==> src/rtl/sram_bus_pkg.sv <==
// rtl/sram_bus_pkg.sv - shared types and constants for the SRAM bus controller
package sram_bus_pkg;

  localparam int SRAM_AW = 20;
  localparam int CNT_W   = 4;

  localparam logic [15:0] LANE_UPPER = 16'hFF00;
  localparam logic [15:0] LANE_LOWER = 16'h00FF;

  typedef enum logic [2:0] {
    ST_IDLE,
    ST_SETUP,
    ST_ACCESS,
    ST_ACK,
    ST_MISS
  } state_t;

  typedef struct packed {
    logic cen;
    logic oen;
    logic wen;
    logic ubn;
    logic lbn;
  } strobes_t;

  localparam strobes_t STROBES_OFF = '{cen: 1'b1, oen: 1'b1, wen: 1'b1, ubn: 1'b1, lbn: 1'b1};

  // Bits of the data word belonging to the enabled byte lanes (active-low enables).
  function automatic logic [15:0] lane_mask(input logic ubn, input logic lbn);
    lane_mask = (ubn ? 16'h0000 : LANE_UPPER) | (lbn ? 16'h0000 : LANE_LOWER);
  endfunction

endpackage

==> src/rtl/sram_bus_ctrl_if.sv <==
// rtl/sram_bus_ctrl_if.sv - 68000-style CPU bus plus SRAM pin bundle
interface sram_bus_ctrl_if;
  import sram_bus_pkg::*;

  logic [23:1]        cpu_addr;
  logic               cpu_as_n;
  logic               cpu_uds_n;
  logic               cpu_lds_n;
  logic               cpu_rw;
  logic [15:0]        cpu_wdata;
  logic [15:0]        cpu_rdata;
  logic               cpu_dtack_n;

  logic [SRAM_AW-1:0] sram_addr;
  logic [15:0]        sram_wdata;
  logic [15:0]        sram_rdata;
  logic               sram_cen;
  logic               sram_oen;
  logic               sram_wen;
  logic               sram_ubn;
  logic               sram_lbn;

  // master: CPU plus SRAM device side; slave: the controller.
  modport master (
    output cpu_addr, cpu_as_n, cpu_uds_n, cpu_lds_n, cpu_rw, cpu_wdata, sram_rdata,
    input  cpu_rdata, cpu_dtack_n, sram_addr, sram_wdata,
    input  sram_cen, sram_oen, sram_wen, sram_ubn, sram_lbn
  );

  modport slave (
    input  cpu_addr, cpu_as_n, cpu_uds_n, cpu_lds_n, cpu_rw, cpu_wdata, sram_rdata,
    output cpu_rdata, cpu_dtack_n, sram_addr, sram_wdata,
    output sram_cen, sram_oen, sram_wen, sram_ubn, sram_lbn
  );

endinterface

==> src/rtl/sram_bus_ctrl.sv <==
// rtl/sram_bus_ctrl.sv - converts async 68000 bus cycles into registered SRAM strobe sequences
module sram_bus_ctrl
  import sram_bus_pkg::*;
#(
  parameter logic [23:0] BASE_ADDR   = 24'h000000,
  parameter int          WAIT_CYCLES = 2
) (
  input  logic            clk,
  input  logic            rstn,
  sram_bus_ctrl_if.slave  bus
);

  state_t             r_state;
  logic [CNT_W-1:0]   r_cnt;
  strobes_t           r_strb;
  logic               r_rw;
  logic [SRAM_AW-1:0] r_addr;
  logic [15:0]        r_wdata;
  logic [15:0]        r_rdata;
  logic               r_dtack_n;

  logic               w_start;
  logic               w_hit;
  logic [15:0]        w_lane_mask;

  assign w_start     = !bus.cpu_as_n && (!bus.cpu_uds_n || !bus.cpu_lds_n);
  assign w_hit       = (bus.cpu_addr[23:21] == BASE_ADDR[23:21]);
  assign w_lane_mask = lane_mask(r_strb.ubn, r_strb.lbn);

  always_ff @(posedge clk) begin
    if (!rstn) begin
      r_state   <= ST_IDLE;
      r_cnt     <= '0;
      r_strb    <= STROBES_OFF;
      r_rw      <= 1'b1;
      r_addr    <= '0;
      r_wdata   <= '0;
      r_rdata   <= '0;
      r_dtack_n <= 1'b1;
    end else begin
      unique case (r_state)
        ST_IDLE: begin
          r_dtack_n <= 1'b1;
          if (w_start) begin
            if (w_hit) begin
              // Lanes, direction and data are frozen here for the whole cycle.
              r_addr  <= bus.cpu_addr[20:1];
              r_rw    <= bus.cpu_rw;
              r_wdata <= bus.cpu_wdata;
              r_strb  <= '{cen: 1'b0, oen: 1'b1, wen: 1'b1,
                           ubn: bus.cpu_uds_n, lbn: bus.cpu_lds_n};
              r_state <= ST_SETUP;
            end else begin
              r_state <= ST_MISS;
            end
          end
        end

        ST_SETUP: begin
          if (bus.cpu_as_n) begin
            r_strb  <= STROBES_OFF;
            r_cnt   <= '0;
            r_state <= ST_IDLE;
          end else begin
            if (r_rw) r_strb.oen <= 1'b0;
            else      r_strb.wen <= 1'b0;
            r_cnt   <= CNT_W'(WAIT_CYCLES - 1);
            r_state <= ST_ACCESS;
          end
        end

        ST_ACCESS: begin
          if (bus.cpu_as_n) begin
            r_strb  <= STROBES_OFF;
            r_cnt   <= '0;
            r_state <= ST_IDLE;
          end else if (r_cnt == '0) begin
            // Disabled lanes float on the SRAM side, so they are zeroed rather than passed on.
            if (r_rw) r_rdata <= bus.sram_rdata & w_lane_mask;
            r_strb    <= STROBES_OFF;
            r_dtack_n <= 1'b0;
            r_state   <= ST_ACK;
          end else begin
            r_cnt <= r_cnt - CNT_W'(1);
          end
        end

        ST_ACK: begin
          if (bus.cpu_as_n) begin
            r_dtack_n <= 1'b1;
            r_state   <= ST_IDLE;
          end
        end

        ST_MISS: begin
          if (bus.cpu_as_n) r_state <= ST_IDLE;
        end

        default: begin
          r_strb    <= STROBES_OFF;
          r_dtack_n <= 1'b1;
          r_state   <= ST_IDLE;
        end
      endcase
    end
  end

  assign bus.cpu_rdata   = r_rdata;
  assign bus.cpu_dtack_n = r_dtack_n;
  assign bus.sram_addr   = r_addr;
  assign bus.sram_wdata  = r_wdata;
  assign bus.sram_cen    = r_strb.cen;
  assign bus.sram_oen    = r_strb.oen;
  assign bus.sram_wen    = r_strb.wen;
  assign bus.sram_ubn    = r_strb.ubn;
  assign bus.sram_lbn    = r_strb.lbn;

endmodule

==> src/flat_wrapper.sv <==
// flat-port wrapper written by rule: the top's interface ports become plain ports
module sram_bus_ctrl_flat import sram_bus_pkg::*;
#(
  parameter logic [23:0] BASE_ADDR   = 24'h000000,
  parameter int          WAIT_CYCLES = 2
)
  (clk, rstn, bus_cpu_addr, bus_cpu_as_n, bus_cpu_uds_n, bus_cpu_lds_n, bus_cpu_rw, bus_cpu_wdata, bus_sram_rdata, bus_cpu_rdata, bus_cpu_dtack_n, bus_sram_addr, bus_sram_wdata, bus_sram_cen, bus_sram_oen, bus_sram_wen, bus_sram_ubn, bus_sram_lbn);
  sram_bus_ctrl_if bus_i ();
  input  logic clk;
  input  logic rstn;
  input wire logic [$bits(bus_i.cpu_addr)-1:0] bus_cpu_addr;
  input wire logic [$bits(bus_i.cpu_as_n)-1:0] bus_cpu_as_n;
  input wire logic [$bits(bus_i.cpu_uds_n)-1:0] bus_cpu_uds_n;
  input wire logic [$bits(bus_i.cpu_lds_n)-1:0] bus_cpu_lds_n;
  input wire logic [$bits(bus_i.cpu_rw)-1:0] bus_cpu_rw;
  input wire logic [$bits(bus_i.cpu_wdata)-1:0] bus_cpu_wdata;
  input wire logic [$bits(bus_i.sram_rdata)-1:0] bus_sram_rdata;
  output wire logic [$bits(bus_i.cpu_rdata)-1:0] bus_cpu_rdata;
  output wire logic [$bits(bus_i.cpu_dtack_n)-1:0] bus_cpu_dtack_n;
  output wire logic [$bits(bus_i.sram_addr)-1:0] bus_sram_addr;
  output wire logic [$bits(bus_i.sram_wdata)-1:0] bus_sram_wdata;
  output wire logic [$bits(bus_i.sram_cen)-1:0] bus_sram_cen;
  output wire logic [$bits(bus_i.sram_oen)-1:0] bus_sram_oen;
  output wire logic [$bits(bus_i.sram_wen)-1:0] bus_sram_wen;
  output wire logic [$bits(bus_i.sram_ubn)-1:0] bus_sram_ubn;
  output wire logic [$bits(bus_i.sram_lbn)-1:0] bus_sram_lbn;
  assign bus_i.cpu_addr = bus_cpu_addr;
  assign bus_i.cpu_as_n = bus_cpu_as_n;
  assign bus_i.cpu_uds_n = bus_cpu_uds_n;
  assign bus_i.cpu_lds_n = bus_cpu_lds_n;
  assign bus_i.cpu_rw = bus_cpu_rw;
  assign bus_i.cpu_wdata = bus_cpu_wdata;
  assign bus_i.sram_rdata = bus_sram_rdata;
  assign bus_cpu_rdata = bus_i.cpu_rdata;
  assign bus_cpu_dtack_n = bus_i.cpu_dtack_n;
  assign bus_sram_addr = bus_i.sram_addr;
  assign bus_sram_wdata = bus_i.sram_wdata;
  assign bus_sram_cen = bus_i.sram_cen;
  assign bus_sram_oen = bus_i.sram_oen;
  assign bus_sram_wen = bus_i.sram_wen;
  assign bus_sram_ubn = bus_i.sram_ubn;
  assign bus_sram_lbn = bus_i.sram_lbn;
  sram_bus_ctrl #(.BASE_ADDR(BASE_ADDR), .WAIT_CYCLES(WAIT_CYCLES)) u_core (.clk(clk), .rstn(rstn), .bus(bus_i));
endmodule
==> config.mk <==
export PLATFORM = sky130hd
export DESIGN_NAME = sram_bus_ctrl_flat
export DESIGN_NICKNAME = d
export VERILOG_FILES = /design/src/rtl/sram_bus_pkg.sv /design/src/rtl/sram_bus_ctrl_if.sv /design/src/rtl/sram_bus_ctrl.sv /design/src/flat_wrapper.sv
export SDC_FILE = /design/constraint.sdc
export NUM_CORES = 1
export LEC_CHECK = 0
export ABC_AREA = 1
export BUFFER_PORTS_ARGS = -buffer_cell sky130_fd_sc_hd__buf_2
export CAP_MARGIN = 20
export CORE_UTILIZATION = 42
export CTS_BUF_LIST = sky130_fd_sc_hd__clkbuf_16
export DETAILED_ROUTE_END_ITERATION = 10
export GPL_TIMING_DRIVEN = 0
export PLACE_DENSITY = 0.85
export SYNTH_ARGS = -nofsm -noshare
export SYNTH_HDL_FRONTEND = slang
export SYNTH_SLANG_ARGS = --single-unit
==> constraint.sdc <==
create_clock -name clk -period 1.4 [get_ports clk]
set_clock_uncertainty 0.1 [all_clocks]
set_input_delay 0.28 -clock clk [delete_from_list [all_inputs] [get_ports clk]]
set_output_delay 0.28 -clock clk [all_outputs]
set_load 0.02 [all_outputs]
==> results of run 1 <==
[power by group]
group / total, mW / internal (mW) / switching [mW]
registers: 2.28 / 2.10 / 0.182
clock network: 2.22 / 1.37 / 0.845
logic: 2.12 / 0.841 / 1.28
[worst max-delay path: stages (launching register included)]
cell	delay, ns
dfxtp_4	0.38
nor2_4	0.15
nand3_4	0.12
nor3_4	0.27
inv_2	0.11
buf_6	0.15
nand2_2	0.07
a21oi_2	0.05
[registers in the layout, indices dropped and copies added, names as in the netlist]
| name | flops |
|---|---|
| u_core.bus.cpu_dtack_n | 1 |
| u_core.bus.cpu_rdata | 16 |
| u_core.bus.sram_addr | 20 |
| u_core.bus.sram_cen | 1 |
| u_core.bus.sram_lbn | 1 |
| u_core.bus.sram_oen | 1 |
| u_core.bus.sram_ubn | 1 |
| u_core.bus.sram_wdata | 16 |
| u_core.bus.sram_wen | 1 |
| u_core.r_cnt | 4 |
| u_core.r_rw | 1 |
| u_core.r_state | 3 |
[final cells by class]
class	instances	area, um2	share of cell area (%)
multi-input cells	256	1448	34.50
flip-flops and latches	66	1333	31.75
repair buffers	139	815.8	19.44
clock buffers	9	225.2	5.367
plain buffers	16	135.1	3.220
well taps	75	93.84	2.236
inverters	20	77.57	1.849
clock inverters	7	68.82	1.640
[metrics by stage]
step | cell area [um2] | util (%)
2_1_floorplan | 2691 | -
3_3_place_gp | 3371 | 56.27
3_5_place_dp | 3371 | 56.27
4_1_cts | 3965 | 66.19
5_1_grt | 4197 | 70.05
6_report | 4197 | 70.05
[what timing repair did]
item / CTS / global route
gates resized for setup: 62 / 60
pin swaps: 25 / 35
setup endpoints to repair: 61 / 64
buffers inserted: 14 / 3
gates cloned: 3 / 2
[placed cells by master (no fill, tap or decap), types with 7 or more instances in the layout]
cell type,count
buf_2,117
nor2_1,74
dfxtp_1,61
nand2_1,39
nand3_1,27
o21ai_2,23
nand2_2,16
a21oi_1,16
inv_1,15
buf_6,13
buf_4,13
nor2_2,12
o21ai_0,10
clkbuf_16,10
nor2_4,7
clkbuf_1,7
[metal layers]
layer | share of wire, % | GRT usage [%]
met5 | 0 | 0
met1 | 41 | 25.95
met3 | 8.3 | 9.000
met2 | 50 | 40.42
met4 | 0.90 | 8.036
[worst max-delay path by stage]
stage,start,cells after the start,to,slack [ns]
after floorplan,u_core.r_state[0]$_SDFFE_PN0P_,7,u_core.bus.cpu_rdata[10]$_SDFFE_PN0P_,-0.05
after global placement,bus_cpu_as_n,8,u_core.bus.sram_addr[14]$_SDFFE_PN0P_,-0.32
after detailed placement,bus_cpu_as_n,8,u_core.bus.cpu_rdata[7]$_SDFFE_PN0P_,-0.36
after CTS,u_core.r_cnt[0]$_SDFFE_PN0P_,8,u_core.bus.cpu_rdata[15]$_SDFFE_PN0P_,-0.10
after global routing,u_core.r_cnt[0]$_SDFFE_PN0P_,8,u_core.bus.sram_wen$_SDFFE_PN1P_,-0.21
final,u_core.r_state[2]$_SDFFE_PN0P_,7,u_core.bus.cpu_rdata[8]$_SDFFE_PN0P_,-0.13
[cells by family after synthesis]
| logic type | after synthesis | synth area share, % |
|---|---|---|
| AO/OA/AOI/OAI | 62 | 11.79 |
| XOR/XNOR | 1 | 0.3302 |
| flip-flops | 66 | 49.81 |
| buffers and inverters | 36 | 6.509 |
| adder cells (fa/ha/maj) | 2 | 0.9432 |
| AND/OR/NAND/NOR | 191 | 30.61 |
==> impl_metrics.ini, run 1 <==
[run_status]
status = finished with violations
violations = negative setup slack

[min_path]
hp-start = bus_cpu_addr[12]
holdPathEnd = u_core.bus.sram_addr[12]$_SDFFE_PN0P_
hold_path.class = input pin to register
whs_path_depth = 3

[timing]
worstMarginPinSlew_ns = 0.6630
whs_ns = 0.06012
rsz0062_at_grt = yes
fin_ws_ns = -0.1318
finalHoldViolations = 0
timing.setup.tns_ns = -3.834
min_period_ns = 1.532
slew_headroom_pct = 55.80
clock.fmax_ghz = 0.6528
setup_viol = 58
timing.final.crit_share_pct = 109.4
drv_slew = 0

[synth]
async_reset_ff_share_pct = 0
syn_area_per_cell_um2 = 7.409
ys_types = 24
synth.most_common_cell = nor2_1
synth_flop_cell = dfxtp_1
postSynthCellCount = 358
yosys_warnings = 0
synth-edff-count = 0
synthTopCellsByCount = nor2_1, dfxtp_1, nand2_1
yosys-top-cells-area = dfxtp_1, nor2_1, nand2_1
ys_seq_area_share_pct = 49.81
synth_top_area_share_pct = 49.81
syn_area_um2 = 2653
synth_seq_cells = 66
synth_top_cell_by_area = dfxtp_1
syn-num-nets = 421

[worst_setup_path]
crit_arrival_ns = 1.62
critPathRequiredTime_ns = 1.49
timing.rr.start = u_core.r_state[2]$_SDFFE_PN0P_
ff2ff_path_depth = 7
rrSetupSlack_ns = -0.13
path_max_fanout = 7
critPathCaptureType = register
critPathLaunchType = register
r2r-end = u_core.bus.cpu_rdata[8]$_SDFFE_PN0P_
path_class = register to register

[grt]
grt_pass1_vias = 2666
grt_pass1_wl_um = 11750
antenna_found_initial = 0
overflow = 0
grt_start_max_net_pins = 13
grtUsageTotal_pct = 23.34

[place]
hpwl_um = 4936
gp_congestion = 0.8953
place_ws_ns = -0.3640
dp_cells = 550
io_buffers = 117

[clocking]
clk_pin_slew_worst_paths_ns = 0.06
cts_buffers = 9
cts_max_path_buffers = 2
clock_latency_ns = 0.33
cts_tree = yes
clock-root-buffer = clkbuf_16
cts_num_sinks = 66
cts_max_level = 3
hold_buffers = 0

[routing]
drc = 0
first_iter_violations = 157
drtPass1Iterations = 6
num_vias = 2950
routed_wl_um = 7893
wl_per_cell_um = 13.42
antenna_left = 0
viasPerCell = 5.017

[finish]
area_growth_pct = 58.21
n_antenna_cell = 0
drive_above_1_share_pct = 48.15
num-nets-final = 571
stdcell_count = 588
nFillCells = 450

[floorplan]
die_h_um = 81.47
start_util_pct = 44.28
num_io_pins = 119
row_count = 28
core_um2 = 5991
die-area_um2 = 6637
die_w_um = 81.47

[pwr]
power.density_nw_per_um2 = 1577
ir_worst_vdd_uv = 973.6
leakage_nw = 2.016
totalPowerFinal_mw = 6.619

[flow_run]
cap_violations = 0
Power figures use the tool's default switching activity.
==> inputs of run 2 (changes only) <==
ABC_AREA = not set   (was 1)
CORE_UTILIZATION = 43   (was 42)
CTS_CLUSTER_DIAMETER = 200   (was not set)
PLACE_DENSITY = 0.86   (was 0.85)
==> run 2 against run 1 <==
  * The run still ends with negative setup slack left
  * Routed wire length up 18%
  * Worst setup slack worse by 0.43 ns
  * Sequential power shrank 15%
  * Utilization up 5.2 points
  * Cell area grew 8.7%
  * Sequential share of layout area down 2.5 points
  * Global-route usage rose by 1.1 points
  * Largest power group is now clock
==> impl_metrics.ini, run 2 <==
[run_status]
status = finished with violations
violations = negative setup slack

[timing]
timing.final.crit_share_pct = 140.5
fin_ws_ns = -0.5666
whs_ns = 0.09479
rsz0062_at_grt = yes
min_period_ns = 1.967
timing.setup.tns_ns = -18.30
drv_slew = 0
finalHoldViolations = 0
clock.fmax_ghz = 0.5085
slew_headroom_pct = 64.97
setup_viol = 64
worstMarginPinSlew_ns = 0.5255

[pwr]
switchingPower_mw = 1.042
ir_worst_vdd_uv = 858.5
p_sw_share_pct = 24.02
power_frac_comb_pct = 10.6
pwr-share-clk_pct = 45.0
seq_power_share_pct = 44.5
p_int_mw = 3.297
power.density_nw_per_um2 = 950.8
leakage_nw = 2.026

[clocking]
hold_buffers = 0
cts_max_level = 3
cts_max_path_buffers = 2
clock_latency_ns = 0.32
clock-root-buffer = clkbuf_16
clk_pin_slew_worst_paths_ns = 0.06
cts_tree = yes
cts_buffers = 9
cts_num_sinks = 66

[grt]
grtUsageTotal_pct = 24.42
grt_pass1_wl_um = 12430
overflow = 0
antenna_found_initial = 0
grt_start_max_net_pins = 11
grt_pass1_vias = 2794

[finish]
final_cell_mix = buf_2, dfxtp_1, nand2_1
nFillCells = 405
n_antenna_cell = 0
num-nets-final = 541
drive_above_1_share_pct = 55.60
area_growth_pct = 65.55
finish.utilization_pct = 75.29
largest_reg_flops = 20
final_common_cell = buf_2

[synth]
synth_top_area_share_pct = 47.93
synth_flop_cell = dfxtp_1
yosys-top-cells-area = dfxtp_1, nand2_1, a21boi_0
ys_types = 38
yosys_warnings = 0
synth_seq_cells = 66
syn_area_um2 = 2756
synth-edff-count = 0
postSynthCellCount = 317
syn-num-nets = 380
synthTopCellsByCount = nand2_1, dfxtp_1, a21boi_0
syn_area_per_cell_um2 = 8.695
async_reset_ff_share_pct = 0
ys_seq_area_share_pct = 47.93
synth.most_common_cell = nand2_1
synth_top_cell_by_area = dfxtp_1

[floorplan]
row_count = 28
core_um2 = 6061
die_w_um = 82.07
die_h_um = 82.07
num_io_pins = 119
start_util_pct = 45.48
die-area_um2 = 6735

[place]
gp_congestion = 0.8877
hpwl_um = 5057
io_buffers = 117

[routing]
first_iter_violations = 142
antenna_left = 0
num_vias = 2985
routed_wl_um = 9292
drc = 0
wl_per_cell_um = 16.68
drtPass1Iterations = 5
viasPerCell = 5.359

[flow_run]
cap_violations = 0

[worst_setup_path]
critPathLaunchType = register
crit_arrival_ns = 2.11
critPathCaptureType = register
path_max_fanout = 6
path_class = register to register
critPathRequiredTime_ns = 1.54

[min_path]
hold_path.class = input pin to register
==> run 2: cell types whose count changed after synthesis, moves of 18 or more <==
cell / delta
nor2_1: -88
a21boi_0: +38
nand2_1: +36
o21ai_0: -27
nand3_1: -25
a21boi_1: +18
==> run 2: cell families (layout without fill, tap and decap cells) <==
group,after synthesis,count (layout),share of synthesized area (%)
compound gates,78,78,20.65
flops,66,66,47.93
simple gates,144,145,25.69
fa+ha+maj,2,2,0.9077
buf+inv,24,188,3.677
mux,3,3,1.135
==> run 2: stage by stage <==
| stage | total power, mW | std cells | setup WS (ns) | instance area [um2] |
|---|---|---|---|---|
| 2_1_floorplan | 2.134 | 317 | -0.5272 | 2867 |
| 3_3_place_gp | 2.273 | 509 | -0.6885 | 3546 |
| 3_5_place_dp | 2.279 | 509 | -0.7013 | 3546 |
| 4_1_cts | 4.269 | 553 | -0.4238 | 4293 |
| 5_1_grt | 4.465 | 557 | -0.5956 | 4563 |
| 6_report | 4.339 | 557 | -0.5666 | 4563 |
==> run 2: critical path, stage by stage, from the launching register on <==
cell,delay [ns]
dfxtp_2,0.32
inv_2,0.07
ha_4,0.14
or3b_4,0.37
a222oi_1,0.36
buf_4,0.22
buf_4,0.11
a21oi_2,0.05
o21ai_1,0.16
==> run 2: final cells by class <==
class                      count  area [um2]  area share [%]
clock inverter                 6       28.78          0.6307
buffer                        21       217.7           4.771
multi-input combinational    228        1709           37.46
clock buffer                   9       225.2           4.936
inverter                       3       11.26          0.2468
timing repair buffer         149       943.4           20.67
tap                           75       93.84           2.056
sequential                    66        1334           29.23
==> run 2: repair_timing <==
action,in CTS,in global routing
setup endpoints to repair,65,65
buffers inserted,21,4
cloned,8,0
pin swaps,23,62
resized for setup,77,78
endpoints found under the hold margin,0,0
==> run 2: power by group through the flow <==
stage / clock network, mW / registers [mW] / logic [mW]
global route: 2.05 / 1.93 / 0.486
global placement: 0 / 1.96 / 0.309
CTS: 1.95 / 1.92 / 0.399
detailed placement: 0 / 1.97 / 0.313
floorplan: 0 / 1.99 / 0.144
finish: 1.95 / 1.93 / 0.458
==> run 2: worst paths after layout <==
kind	from	to	slack, ns	cells after the start
worst max register to register	u_core.r_cnt[0]$_SDFFE_PN0P_	u_core.bus.sram_cen$_SDFFE_PN1P_	-0.57	8
worst min-delay path	bus_cpu_wdata[6]	u_core.bus.sram_wdata[6]$_SDFFE_PN0P_	0.09	3
worst min register to register	u_core.bus.cpu_rdata[11]$_SDFFE_PN0P_	u_core.bus.cpu_rdata[11]$_SDFFE_PN0P_	0.34	2
worst max-delay path	u_core.r_cnt[0]$_SDFFE_PN0P_	u_core.bus.sram_cen$_SDFFE_PN1P_	-0.57	8
==> run 2: routing by layer <==
layer	vias up	track usage (%)	share of wire, %
met5	-	0	0
met4	0	13.16	1.8
met2	136	41.32	51
li1	1418	-	-
met3	17	6.778	6.2
met1	1414	27.64	41
